--- src/rtl/plab1_imul_int_mul_div_iter.sv ---
`default_nettype none
// ============================================================================
//  Module      : plab1_imul_int_mul_div_iter
//  Description : Iterative 32-bit integer multiply/divide responder sitting on
//                a val/rdy request/response channel. It computes MUL, DIV,
//                DIVU, REM and REMU one operation at a time: shift-add for
//                multiplies, and restoring division on magnitudes followed by
//                a single sign-fix cycle for divides.
//  Revision    : 1.0 - initial release
// ============================================================================
module plab1_imul_int_mul_div_iter (
    input  logic        clk,
    input  logic        reset_n,
    input  logic        in_val,
    output logic        in_rdy,
    input  logic [66:0] in_msg,
    output logic        out_val,
    input  logic        out_rdy,
    output logic [31:0] out_msg
);

    localparam logic [2:0] c_FUNC_MUL  = 3'd0;
    localparam logic [2:0] c_FUNC_DIV  = 3'd1;
    localparam logic [2:0] c_FUNC_DIVU = 3'd2;
    localparam logic [2:0] c_FUNC_REM  = 3'd3;
    localparam logic [2:0] c_FUNC_REMU = 3'd4;

    typedef enum logic [2:0] {
        S_IDLE = 3'd0,
        S_MUL  = 3'd1,
        S_DIV  = 3'd2,
        S_FIX  = 3'd3,
        S_DONE = 3'd4
    } state_t;

    state_t      state_q,   state_d;
    logic [2:0]  func_q,    func_d;
    logic [31:0] a_q,       a_d;       // multiplicand, or dividend/quotient shifter
    logic [31:0] b_q,       b_d;       // multiplier, or divisor magnitude
    logic [31:0] result_q,  result_d;  // product accumulator and response value
    logic [31:0] rem_q,     rem_d;     // partial remainder
    logic [4:0]  cnt_q,     cnt_d;     // quotient bit index
    logic        neg_a_q,   neg_a_d;   // original operand signs for the fix step
    logic        neg_b_q,   neg_b_d;
    logic        out_val_q, out_val_d;

    logic [2:0]  w_req_func;
    logic [31:0] w_req_a;
    logic [31:0] w_req_b;
    logic [31:0] w_req_a_mag;
    logic [31:0] w_req_b_mag;
    logic        w_in_fire;
    logic [32:0] w_div_trial;
    logic [32:0] w_div_diff;

    assign w_req_func  = in_msg[66:64];
    assign w_req_a     = in_msg[63:32];
    assign w_req_b     = in_msg[31:0];
    assign w_req_a_mag = w_req_a[31] ? (~w_req_a + 32'd1) : w_req_a;
    assign w_req_b_mag = w_req_b[31] ? (~w_req_b + 32'd1) : w_req_b;

    assign in_rdy    = (state_q == S_IDLE) && reset_n;
    assign w_in_fire = in_val && in_rdy;
    assign out_val   = out_val_q;
    assign out_msg   = result_q;

    // One restoring step: shift the next dividend bit into the remainder and
    // try to subtract the divisor; a clear borrow bit means the step succeeded.
    assign w_div_trial = {rem_q, a_q[31]};
    assign w_div_diff  = w_div_trial - {1'b0, b_q};

    // Next-state and datapath update for every state of the operation.
    always_comb begin
        state_d   = state_q;
        func_d    = func_q;
        a_d       = a_q;
        b_d       = b_q;
        result_d  = result_q;
        rem_d     = rem_q;
        cnt_d     = cnt_q;
        neg_a_d   = neg_a_q;
        neg_b_d   = neg_b_q;
        out_val_d = 1'b0;

        case (state_q)
            S_IDLE: begin
                if (w_in_fire) begin
                    func_d  = w_req_func;
                    a_d     = w_req_a;
                    b_d     = w_req_b;
                    neg_a_d = w_req_a[31];
                    neg_b_d = w_req_b[31];
                    rem_d   = 32'd0;
                    cnt_d   = 5'd0;
                    case (w_req_func)
                        c_FUNC_MUL: begin
                            result_d = 32'd0;
                            state_d  = S_MUL;
                        end
                        c_FUNC_DIV, c_FUNC_DIVU, c_FUNC_REM, c_FUNC_REMU: begin
                            if (w_req_b == 32'd0) begin
                                // Divide by zero answers immediately: all ones
                                // for a quotient, the dividend for a remainder.
                                state_d = S_DONE;
                                if ((w_req_func == c_FUNC_DIV) || (w_req_func == c_FUNC_DIVU)) begin
                                    result_d = 32'hFFFF_FFFF;
                                end else begin
                                    result_d = w_req_a;
                                end
                            end else begin
                                state_d = S_DIV;
                                if ((w_req_func == c_FUNC_DIV) || (w_req_func == c_FUNC_REM)) begin
                                    a_d = w_req_a_mag;
                                    b_d = w_req_b_mag;
                                end
                            end
                        end
                        default: begin
                            result_d = 32'd0;
                            state_d  = S_DONE;
                        end
                    endcase
                end
            end

            S_MUL: begin
                if (b_q == 32'd0) begin
                    state_d = S_DONE;
                end else begin
                    if (b_q[0]) begin
                        result_d = result_q + a_q;
                    end
                    a_d = {a_q[30:0], 1'b0};
                    b_d = {1'b0, b_q[31:1]};
                end
            end

            S_DIV: begin
                if (!w_div_diff[32]) begin
                    rem_d = w_div_diff[31:0];
                    a_d   = {a_q[30:0], 1'b1};
                end else begin
                    rem_d = w_div_trial[31:0];
                    a_d   = {a_q[30:0], 1'b0};
                end
                cnt_d = cnt_q + 5'd1;
                if (cnt_q == 5'd31) begin
                    state_d = S_FIX;
                end
            end

            S_FIX: begin
                // a_q now holds the quotient magnitude, rem_q the remainder.
                case (func_q)
                    c_FUNC_DIV:  result_d = (neg_a_q ^ neg_b_q) ? (~a_q + 32'd1) : a_q;
                    c_FUNC_DIVU: result_d = a_q;
                    c_FUNC_REM:  result_d = neg_a_q ? (~rem_q + 32'd1) : rem_q;
                    default:     result_d = rem_q;
                endcase
                state_d = S_DONE;
            end

            S_DONE: begin
                // The response is presented from the cycle after entry and is
                // held until the consumer takes it.
                out_val_d = 1'b1;
                if (out_val_q && out_rdy) begin
                    out_val_d = 1'b0;
                    state_d   = S_IDLE;
                end
            end

            default: begin
                state_d = S_IDLE;
            end
        endcase
    end

    // State and datapath registers, cleared asynchronously.
    always_ff @(posedge clk or negedge reset_n) begin
        if (!reset_n) begin
            state_q   <= S_IDLE;
            func_q    <= 3'd0;
            a_q       <= 32'd0;
            b_q       <= 32'd0;
            result_q  <= 32'd0;
            rem_q     <= 32'd0;
            cnt_q     <= 5'd0;
            neg_a_q   <= 1'b0;
            neg_b_q   <= 1'b0;
            out_val_q <= 1'b0;
        end else begin
            state_q   <= state_d;
            func_q    <= func_d;
            a_q       <= a_d;
            b_q       <= b_d;
            result_q  <= result_d;
            rem_q     <= rem_d;
            cnt_q     <= cnt_d;
            neg_a_q   <= neg_a_d;
            neg_b_q   <= neg_b_d;
            out_val_q <= out_val_d;
        end
    end

endmodule
`default_nettype wire

--- config.mk ---
export PLATFORM = sky130hd
export DESIGN_NAME = plab1_imul_int_mul_div_iter
export DESIGN_NICKNAME = d
export VERILOG_FILES = /design/src/rtl/plab1_imul_int_mul_div_iter.sv
export SDC_FILE = /design/constraint.sdc
export NUM_CORES = 1
export LEC_CHECK = 0
export CAP_MARGIN = 20
export CORE_MARGIN = 2
export CORE_UTILIZATION = 55
export DETAILED_ROUTE_END_ITERATION = 16
export PLACE_DENSITY_LB_ADDON = 0.12
export SKIP_CTS_REPAIR_TIMING = 1
export SYNTH_ARGS = -nofsm -noshare
export SYNTH_HDL_FRONTEND = slang
export SYNTH_SLANG_ARGS = --single-unit
--- constraint.sdc ---
create_clock -name clk -period 4 [get_ports clk]
set_clock_uncertainty 0.2 [all_clocks]
set_input_delay 0.6 -clock clk [delete_from_list [all_inputs] [get_ports clk]]
set_output_delay 0.6 -clock clk [all_outputs]
set_load 0.05 [all_outputs]
==> qor.txt <==
Logic pwr share: 71.2%
VDD IR max: 0.0005948 V
Residual DRC: 0
Least-Margin Pin Slew: 1.029 ns
Fin nets: 2039
Largest family of logic cells by synthesized area: compound AO/OA/AOI/OAI gates
Syn Area/Cell: 7.627 um^2
Post-DRT Antenna Nets: 0
Layout Cell Area excl Fill: 0.01612 mm^2
Req. time, crit path: 4.10 ns
Core ar.: 0.02432 mm^2
Clock network power share: 9.9%
Starting Density: 55.95%
CP startpoint kind: register
FMAX: 266.3 MHz
Worst-path clk slew: 0.06 ns
FF-to-FF setup slack: 0.24 ns
Antenna diodes: 0
Grt ovf: 0
Syn nets: 1926
Port bufs: 104
Die H: 161.3 um
Switching share of power: 51.70%
Number of synthesized register bits: 142
Outcome: finished clean
Sequential area share after synthesis: 26.11%
WL final: 43610 um
Final period util: 93.88%
Length of the first detailed-routing pass in iterations: 5
Leak Pwr: 0.006842 uW
Endpoints failing setup: 0
Seq pwr share: 18.9%
Slew headroom: 31.40%
Via-to-Cell Ratio: 6.396
Clock Path Buffers: 2
Max Cap Viol: 0
Routability cong.: 0.9387
Clock root buffer: clkbuf_16
Post-synth EDFFs: 0
Synth warn: 0
Die area: 0.02601 mm^2
Largest net degree at the start of global routing: 67
Worst Hold End: cnt_q[4]$_DFFE_PN0P_
Power density cells: 955.5 mW/mm^2
Setup Crit Path Kind: reg2reg
Via count: 14280
Tot GR Track Use: 33.53%
Hold path cells: 2
Reg2reg start: rem_q[1]$_DFFE_PN0P_
Filler instances: 2131
Syn-to-layout area delta: 18.46%
Worst Setup End Kind: register
CTS H-tree depth: 4
Simple-gate area share of the yosys netlist: 18.68%
Final Hold Violating Endpoints: 0
Share of cells above drive strength 1: 9.534%
Mapped Area: 0.01361 mm^2
Int Pwr: 7439 uW
Die width: 161.3 um
Final min period: 3.755 ns
Cell count after synthesis: 1784
Reg2reg end: out_msg[28]$_DFFE_PN0P_
CTS tree: built
CP Max Fanout: 5
Xor and xnor area share after synthesis: 9.848%
HP Class: reg2reg
Detail Placement HPWL: 32240 um
Mux cell area share after synthesis: 2.749%
FF-to-FF path depth: 12
Crit path DAT: 3.86 ns
Initial DRC Count: 1447
Antenna violations before repair: 0
Max-slew violation count: 0
DP Area: 0.01553 mm^2
Area share of fa/ha/maj cells after synthesis: 6.639%
RSZ-0062 raised after global routing: false
Synth Flop Type: dfrtp_1
FP Rows: 57
CTS sink cnt: 142
I/O Pins: 105
First-pass GRT wire length: 70250 um
Vias in the first global route: 13370
Hold Crit Start: cnt_q[4]$_DFFE_PN0P_
Synth Area in Compound Gates: 30.62%
Sw Pwr: 7963 uW
Fin Hold WS: 0.3155 ns
Total CTS buffers: 17
Count of cell types in the netlist: 79
Drt wl/cell: 19.53 um
Clock Latency Late Sink: 0.44 ns
Asr flop ratio synth: 100.0%
-- per-stage QoR --
step / util (%) / setup TNS (ns) / setup slack (ns) / power, uW / cells
2_1_floorplan: - / 0 / 0.2326 / 10460 / 1784
3_3_place_gp: 63.86 / -0.2787 / -0.1055 / 13390 / 2200
3_5_place_dp: 63.86 / -0.4000 / -0.2222 / 13580 / 2200
4_1_cts: 66.10 / 0 / 0.07897 / 15160 / 2231
5_1_grt: 66.28 / 0 / 0.02184 / 16650 / 2233
6_report: 66.28 / 0 / 0.2448 / 15400 / 2233
-- layout by cell type, fill, tap and decap left out, types with 14 or more instances in the layout --
master and instances:
a22oi_1 14, xor2_1 49, o22ai_1 32, nand2_1 184, mux2i_1 25, and3_1 15, dfrtp_1 142, inv_1 69
a21o_1 33, o211ai_1 39, or3_1 24, nor2_1 82, o21ai_0 237, a21oi_1 126, clkbuf_16 17, a31oi_1 31
clkdlybuf4s50_1 103, nor4_1 24, nand3_1 60, buf_4 104, xnor2_1 103, o31ai_1 15, ha_1 69, nor2b_1 14
o221ai_1 15, nor3_1 42, o21a_1 14
-- layer usage --
layer	global-route usage (%)	wire length [um]	up-vias
met5	0	0	-
met4	8.563	853	0
met3	5.470	2935	69
met2	54.94	20300	547
met1	46.42	19510	6844
li1	-	-	6823
-- final cells by class --
| type | instances | area [um^2] | area share (%) |
|---|---|---|---|
| multi-input combinational | 1451 | 9399 | 58.31 |
| tap | 324 | 405.4 | 2.515 |
| timing repair buffer | 215 | 1953 | 12.12 |
| sequential | 142 | 3553 | 22.04 |
| clock inverter | 13 | 116.4 | 0.7219 |
| inverter | 70 | 262.8 | 1.630 |
| clock buffer | 18 | 429.2 | 2.662 |
-- worst max-delay path, stage by stage (launching register included) --
cell,delay [ns]
dfrtp_1,0.43
inv_1,0.14
ha_1,0.18
or3b_2,0.48
or4b_1,0.61
nor3_1,0.22
buf_4,0.16
nand2_1,0.10
nor4_1,0.27
mux2i_1,0.30
a21oi_1,0.12
a221oi_1,0.30
o21ai_0,0.11
-- registers in the layout (all words and copies together) (netlist names) --
name	count
a_q	32
out_msg	32
rem_q	32
out_val	1
neg_b_q	1
func_q	3
neg_a_q	1
state_q	3
cnt_q	5
b_q	32
-- worst max path at each step --
| stage | startpoint | end | slack [ns] | depth (start not counted) |
|---|---|---|---|---|
| 6_report | rem_q[1]$_DFFE_PN0P_ | out_msg[28]$_DFFE_PN0P_ | 0.24 | 12 |
| 5_1_grt | rem_q[1]$_DFFE_PN0P_ | out_msg[30]$_DFFE_PN0P_ | 0.02 | 14 |
| 3_5_place_dp | in_msg[45] | a_q[31]$_DFFE_PN0P_ | -0.22 | 9 |
| 2_1_floorplan | a_q[31]$_DFFE_PN0P_ | rem_q[15]$_DFFE_PN0P_ | 0.23 | 13 |
| 4_1_cts | a_q[31]$_DFFE_PN0P_ | a_q[0]$_DFFE_PN0P_ | 0.08 | 14 |
| 3_3_place_gp | in_msg[45] | a_q[31]$_DFFE_PN0P_ | -0.11 | 9 |
-- power by group through the flow --
stage	combinational, uW	clock [uW]	sequential [uW]
floorplan	7340	0	3130
global placement	10500	0	2880
detailed placement	10700	0	2900
CTS	10700	1540	2880
global route	12100	1610	2980
finish	11000	1530	2900
-- Yosys cell counts, drive strengths merged, types with 10 or more instances --
master	instances	area, um^2
o21ai	242	1211
nand2	185	694.4
dfrtp	142	3553
a21oi	126	630.6
clkbuf	114	427.9
xnor2	104	910.9
nor2	88	330.3
ha	69	863.3
inv	69	259.0
nand3	60	300.3
xor2	49	429.2
nor3	43	215.2
o211ai	39	292.8
a21o	36	272.8
o22ai	32	200.2
a31oi	31	193.9
or3	27	178.9
mux2i	25	250.2
nor4	24	150.1
o221ai	16	140.1
o31ai	16	125.1
and3	15	93.84
a22oi	14	105.1
nor2b	14	87.58
o21a	14	105.1
o41ai	14	122.6
o21bai	13	97.59
a211oi	12	90.09
nand2b	12	75.07
mux2	11	123.9
nand4	11	68.82
or4	10	78.82
-- cells by family (layout without fill, tap and decap cells) --
logic type                 Yosys count  after routing
AOI/OAI and AO/OA                  669            669
muxes                               36             36
buffers and inverters              191            316
DFF                                142            142
adders and majority gates           71             71
xor gates and xnor gates           153            153
and+or+nand+nor                    522            522
No activity file was read; power rests on OpenSTA's default activity.
